--- src/rtl/dmem_pkg.sv ---
// Shared definitions for the data-memory load/store unit.
//   size_e    : access size encoding carried on req_size
//   LANES     : byte lanes per 32-bit memory word
//   lane_mask : byte-enable mask for a store of a given size at a given lane
package dmem_pkg;

  typedef enum logic [1:0] {
    SZ_BYTE = 2'b00,
    SZ_HALF = 2'b01,
    SZ_WORD = 2'b10,
    SZ_ILL  = 2'b11
  } size_e;

  localparam int unsigned LANES = 4;

  function automatic logic [LANES-1:0] lane_mask(input size_e size, input logic [1:0] lane);
    case (size)
      SZ_BYTE: lane_mask = 4'b0001 << lane;
      SZ_HALF: lane_mask = 4'b0011 << lane;
      SZ_WORD: lane_mask = 4'b1111;
      default: lane_mask = 4'b0000;
    endcase
  endfunction

endpackage

--- src/rtl/load_extend.sv ---
// Combinational lane extract and sign/zero extension of a loaded word.
//   word_i     : registered 32-bit RAM word
//   lane_i     : byte offset within the word
//   size_i     : access size
//   unsigned_i : 1 = zero-extend, 0 = sign-extend
//   data_o     : extended load result (0 for illegal size)
module load_extend
  import dmem_pkg::*;
(
  input  logic [31:0] word_i,
  input  logic [1:0]  lane_i,
  input  size_e       size_i,
  input  logic        unsigned_i,
  output logic [31:0] data_o
);

  logic [7:0]  byte_sel;
  logic [15:0] half_sel;

  assign byte_sel = word_i[8*lane_i +: 8];
  assign half_sel = lane_i[1] ? word_i[31:16] : word_i[15:0];

  always_comb begin
    data_o = '0;
    case (size_i)
      SZ_BYTE: data_o = {{24{~unsigned_i & byte_sel[7]}}, byte_sel};
      SZ_HALF: data_o = {{16{~unsigned_i & half_sel[15]}}, half_sel};
      SZ_WORD: data_o = word_i;
      default: data_o = '0;
    endcase
  end

endmodule

--- src/rtl/dmem_lsu.sv ---
// Data memory with a load/store front end, one-deep response slot.
//   clk, rst_n               : clock, async active-low reset
//   req_valid/req_ready      : request handshake
//   req_we, req_size,
//   req_unsigned, req_addr,
//   req_wdata                : request fields (store/load, size, extension, address, data)
//   rsp_valid/rsp_ready      : response handshake
//   rsp_rdata, rsp_err       : extended load data (0 for stores/errors), error flag
module dmem_lsu
  import dmem_pkg::*;
#(
  parameter int unsigned DEPTH  = 64,
  parameter int unsigned ADDR_W = 32,
  parameter int unsigned IDX_W  = $clog2(DEPTH)
) (
  input  logic              clk,
  input  logic              rst_n,
  input  logic              req_valid,
  output logic              req_ready,
  input  logic              req_we,
  input  logic [1:0]        req_size,
  input  logic              req_unsigned,
  input  logic [ADDR_W-1:0] req_addr,
  input  logic [31:0]       req_wdata,
  output logic              rsp_valid,
  input  logic              rsp_ready,
  output logic [31:0]       rsp_rdata,
  output logic              rsp_err
);

  logic [31:0] mem [DEPTH];

  logic [IDX_W-1:0] idx;
  logic [1:0]       lane;
  size_e            size;
  logic             out_of_range, misaligned, err, accept, wr_en;
  logic [LANES-1:0] wmask;
  logic [31:0]      wdata_rep;

  logic        rsp_valid_q, rsp_valid_d;
  logic        err_q, err_d;
  logic [31:0] word_q, word_d;
  logic [1:0]  lane_q, lane_d;
  size_e       size_q, size_d;
  logic        uns_q, uns_d;
  logic [31:0] ext_data;

  assign idx          = req_addr[IDX_W+1:2];
  assign lane         = req_addr[1:0];
  assign size         = size_e'(req_size);
  assign out_of_range = |(req_addr >> (IDX_W + 2));
  assign misaligned   = ((size == SZ_HALF) && lane[0]) || ((size == SZ_WORD) && (lane != 2'b00));
  assign err          = out_of_range || misaligned || (size == SZ_ILL);

  assign req_ready = !rsp_valid_q || rsp_ready;
  assign accept    = req_valid && req_ready;
  // rst_n gate keeps a request presented during reset from landing in RAM.
  assign wr_en     = accept && req_we && !err && rst_n;
  assign wmask     = lane_mask(size, lane);

  // Replicate store data across lanes so the byte mask alone picks the target.
  always_comb begin
    wdata_rep = req_wdata;
    case (size)
      SZ_BYTE: wdata_rep = {4{req_wdata[7:0]}};
      SZ_HALF: wdata_rep = {2{req_wdata[15:0]}};
      default: wdata_rep = req_wdata;
    endcase
  end

  always_ff @(posedge clk) begin
    if (wr_en) begin
      for (int unsigned b = 0; b < LANES; b++) begin
        if (wmask[b]) mem[idx][8*b +: 8] <= wdata_rep[8*b +: 8];
      end
    end
  end

  // Stores and errors capture a zero word, so the extend stage yields 0 for them.
  always_comb begin
    rsp_valid_d = rsp_valid_q;
    err_d       = err_q;
    word_d      = word_q;
    lane_d      = lane_q;
    size_d      = size_q;
    uns_d       = uns_q;
    if (accept) begin
      rsp_valid_d = 1'b1;
      err_d       = err;
      word_d      = (!req_we && !err) ? mem[idx] : '0;
      lane_d      = lane;
      size_d      = size;
      uns_d       = req_unsigned;
    end else if (rsp_ready) begin
      rsp_valid_d = 1'b0;
    end
  end

  always_ff @(posedge clk or negedge rst_n) begin
    if (!rst_n) begin
      rsp_valid_q <= 1'b0;
      err_q       <= 1'b0;
      word_q      <= '0;
      lane_q      <= '0;
      size_q      <= SZ_BYTE;
      uns_q       <= 1'b0;
    end else begin
      rsp_valid_q <= rsp_valid_d;
      err_q       <= err_d;
      word_q      <= word_d;
      lane_q      <= lane_d;
      size_q      <= size_d;
      uns_q       <= uns_d;
    end
  end

  load_extend u_load_extend (
    .word_i     (word_q),
    .lane_i     (lane_q),
    .size_i     (size_q),
    .unsigned_i (uns_q),
    .data_o     (ext_data)
  );

  assign rsp_valid = rsp_valid_q;
  assign rsp_rdata = rsp_valid_q ? ext_data : '0;
  assign rsp_err   = rsp_valid_q && err_q;

endmodule

--- config.mk ---
export PLATFORM = sky130hd
export DESIGN_NAME = dmem_lsu
export DESIGN_NICKNAME = d
export VERILOG_FILES = /design/src/rtl/dmem_pkg.sv /design/src/rtl/load_extend.sv /design/src/rtl/dmem_lsu.sv
export SDC_FILE = /design/constraint.sdc
export NUM_CORES = 2
export LEC_CHECK = 0
export CORE_MARGIN = 2
export CORE_UTILIZATION = 40
export CTS_BUF_LIST = sky130_fd_sc_hd__clkbuf_8
export DETAILED_ROUTE_END_ITERATION = 16
export GPL_ROUTABILITY_DRIVEN = 1
export SYNTH_ARGS = -nofsm -noshare
export SYNTH_HDL_FRONTEND = slang
export SYNTH_SLANG_ARGS = --single-unit
--- constraint.sdc ---
create_clock -name clk -period 2.3 [get_ports clk]
set_input_delay 0.345 -clock clk [delete_from_list [all_inputs] [get_ports clk]]
set_output_delay 0.345 -clock clk [all_outputs]
set_load 0.02 [all_outputs]
==> results by stage <==
Synth:
- Among all flip-flop cells after synthesis, the most frequent one is edfxtp_1.
- The largest area contributor in the synthesized netlist is edfxtp_1.
- The synthesized instance count is 4643.
- In the synthesized netlist the async set-or-reset flop fraction comes to 1.87%.
- The average cell area after synthesis is 17.8 um^2.
- The number of synthesized flops with an enable pin is 2048.
- The number of nets produced by synthesis is 4715.
- The sequential-to-total area share from yosys stat is 75.7%.
- The number of distinct library cells after synthesis is 82.
- The fraction of post-synthesis cell area in the top cell type by area is 74.6%.
- During synthesis, Yosys emitted a total of 0 warnings.
- In the post-synthesis netlist, the biggest area contributors are edfxtp_1, mux4_2, mux2_2.
- The flip-flop and latch count after synthesis is 2087.
- The post-synthesis instance area is 82500 um^2.

Power:
- The worst-case vdd ir drop is 0.000633 V.
- The leakage component of the power is 35.9 nW.
- Power comes to 79.0 mW.
- The power density of the placed cells is 738 nW/um^2.

Floorplanning:
- The top-level I/O count is 107.
- From bottom edge to top edge, the die measures 458 um.
- The width of the chip is 458 um.
- The starting density of the core is 40.3%.
- The core region area is 205000 um^2.
- The area of the die is 210000 um^2.
- The floorplan has 166 rows.

Layout:
- The finished cells cover 107000 um^2.
- After filler insertion, the fill cell instance count of the layout stands at 16438.
- The leading cell type in the layout, fill and taps excluded is edfxtp_1.
- Excluding fillers, the count of instances in the completed layout stands at 8909.
- In the final design database the tool counted 6045 nets.
- The layout overhead on the synthesized area is 29.8%.
- The area taken by flip-flops and latches is 62500 um^2.
- In the layout the commonest cells are edfxtp_1, buf_4, clkbuf_8.
- The post-route netlist has 38.5% of its cells at a drive strength greater than 1.
- The multi-input combinational cells in the finished layout cover a total of 20500 um^2.

Detailed routing:
- The final route contains 54220 vias.
- After detailed routing, the number of remaining DRC violations is 0.
- The final routed wirelength across all metal layers is 316000 um.
- The detailed-route vias per instance is 6.09.
- The detail route stage leaves a number of antenna-violating nets equal to 0.
- The iteration count of the initial detailed-routing pass is 6.
- In the final routed layout, each cell accounts on average for 35.5 um.
- The first routing iteration left 8587 violations.

Min path:
- The worst hold path terminates at lane_q[0].
- Counting instances, the worst hold path has a depth of 3.
- The kind of path behind the tightest hold check is in -> reg.
- The worst hold path begins at req_addr[0].

Placement:
- The number of I/O port buffers is 106.
- At the end of routability-driven placement, the weighted congestion stood at 1.17.
- The placed instance area is 96300 um^2.
- After legalization and detailed placement, the total HPWL measured 219000 um.
- In this run, placement finished with an instance count of 8241.

Global route:
- Global routing used 29.2% of the available tracks.
- After global routing the overflow that remains totals 0.
- The via count of the first global-routing pass is 52420.
- Entering global routing, the biggest net connects 65 pins.
- The first global-routing pass estimated 423000 um of wire.
- The initial antenna violation count was 15.

Timing:
- Setup violations remaining at the end of the flow were counted as 2103.
- The worst path setup slack after routing is -1.30 ns.
- The final cycle utilization of the critical path is 156%.
- The maximum operating frequency is 0.278 GHz.
- The post-route clock skew is 0.0796 ns.
- The transition time at the pin with the least slew margin is 0.856 ns.
- The number of endpoints with negative hold slack in the final report is 0.
- The total count of max-transition violations in the final report is 0.
- The worst slew margin relative to its limit is 42.9%.
- The minimum clock period after layout is 3.60 ns.
- Setup repair after global routing could not meet its margin everywhere.

Clock network:
- The number of levels the H-tree was split into is 5.
- The clock tree from TritonCTS is done.
- Counting every sink on the clock net gives 2087.
- The tree is rooted in a clkbuf_8.
- The insertion delay of the later-clocked pin in the worst-skew pair is 1.08 ns.
- After clock tree synthesis, the clock-pin slew on the worst setup and hold paths is 0.06 ns.
- In this run the deepest clock path goes through 4 buffers.
- The number of buffers created by CTS is 350.

Critical path:
- At the worst endpoint, the arrival time is 3.25 ns.
- The destination of the worst register-to-register timing path is mem[23][12].
- STA classifies the critical path endpoint as an output port.
- At the worst endpoint, the required time is 1.96 ns.
- The setup slack on the worst flop-to-flop path is -0.44 ns.
- The startpoint class of the critical path is a register.
- The path type of the worst setup path is reg -> out.
- Counting cells, the worst reg-to-reg path comes to 12.
- The launch point of the worst reg-to-reg path is rsp_valid.
- The critical-path maximum fanout is 7.

Outcome:
- The final reports fail on setup timing.
- The run finished, with violations left.

Job:
- Across the run, the number of max-cap violations was 0.
final cells by class:
cell class | instances | area share, %
tap | 2688 | 3.14
clock inverter | 228 | 1.07
sequential | 2087 | 58.4
multi-input combinational | 2216 | 19.1
antenna | 7 | 0.0164
clock buffer | 365 | 4.69
timing repair buffer | 1302 | 13.5
inverter | 16 | 0.0654
metrics by stage:
step	hold WS [ns]	worst slack (ns)	util (%)	TNS [ns]
floorplan	0.0494	-0.247	-	-374.15
global placement	0.493	-0.892	47.0	-1665.47
detailed placement	0.483	-0.897	47.0	-1706.85
CTS	0.0511	-1.37	50.5	-162.77
global route	0.110	-1.34	52.3	-795.83
finish	0.118	-1.30	52.3	-702.37
synth_stat cells, types with 11 or more instances:
library cell and count:
o22a_1 19, nand2_1 225, nor2_1 394, nor2b_1 22, inv_1 13, or3_1 11, a21oi_1 114, o22ai_1 237
buf_4 54, a221oi_1 29, a22oi_1 59, mux4_2 195, edfxtp_1 2048, a2bb2oi_1 24, nor3_1 18, o31ai_1 14
o221ai_1 148, clkbuf_1 80, dfrtp_1 39, buf_2 124, a22o_1 14, mux2_2 176, nand3_1 30, a221o_1 16
and3_1 12, a211oi_1 30, buf_6 46, o21ai_0 91, nand2b_1 13, mux2i_1 176, a222oi_1 21
worst max-delay path, cell delays in order (launching register included):
cell,delay (ns)
dfrtp_2,0.44
mux2_4,0.22
nor2_2,0.03
or3_4,0.37
buf_6,0.12
or3_4,0.37
buf_12,0.17
a21oi_4,0.26
buf_6,0.17
kinds of logic (layout without fill, tap and decap cells):
kind of cell    Yosys count  in the layout  synth area share, %
mux                     548            548                 9.88
other cells               0              7                    0
compound gates          905            908                 7.87
flops                  2087           2087                 75.7
simple gates            760            760                 3.89
buf+inv                 343           1911                 2.63
worst max path at each step:
| stage | cells past startpoint | end | slack (ns) | startpoint |
|---|---|---|---|---|
| 3_5_place_dp | 10 | mem[42][26] | -0.90 | req_addr[25] |
| 5_1_grt | 9 | rsp_rdata[15] | -1.34 | lane_q[1] |
| 4_1_cts | 8 | rsp_rdata[13] | -1.37 | lane_q[1] |
| 6_report | 8 | rsp_rdata[13] | -1.30 | lane_q[1] |
| 2_1_floorplan | 9 | mem[3][16] | -0.25 | rsp_valid |
| 3_3_place_gp | 10 | mem[53][5] | -0.89 | req_addr[6] |
registers in the layout, summed over array words and instances (netlist names):
register / cells
lane_q: 2
size_q: 2
word_q: 32
err_q: 1
uns_q: 1
mem: 2048
rsp_valid: 1
power by group:
group	switching (mW)	total [mW]	internal, mW
clock	14.7	30.2	15.5
sequential	0.0191	42.0	42.0
combinational	4.22	6.73	2.51
total	19.0	79.0	60.0
routing by layer:
| layer | part of all wire (%) | GRT usage (%) | vias up | wire length, um |
|---|---|---|---|---|
| li1 | - | - | 21676 | - |
| met1 | 37 | 38.9 | 27858 | 116000 |
| met2 | 45 | 43.7 | 3909 | 141000 |
| met3 | 12 | 7.27 | 771 | 38600 |
| met4 | 6.4 | 16.4 | 6 | 20200 |
| met5 | 0.044 | 0.390 | - | 139 |
repair_timing:
action | in CTS | in global routing
setup endpoints to repair | 1971 | 2081
gates cloned | 8 | 28
endpoints found under the hold margin | 201 | 0
hold buffers | 10 | 0
pin swaps | 35 | 256
gates resized for setup | 243 | 777
buffers inserted | 12 | 30
Note: power is estimated with default switching activity, not from simulation.
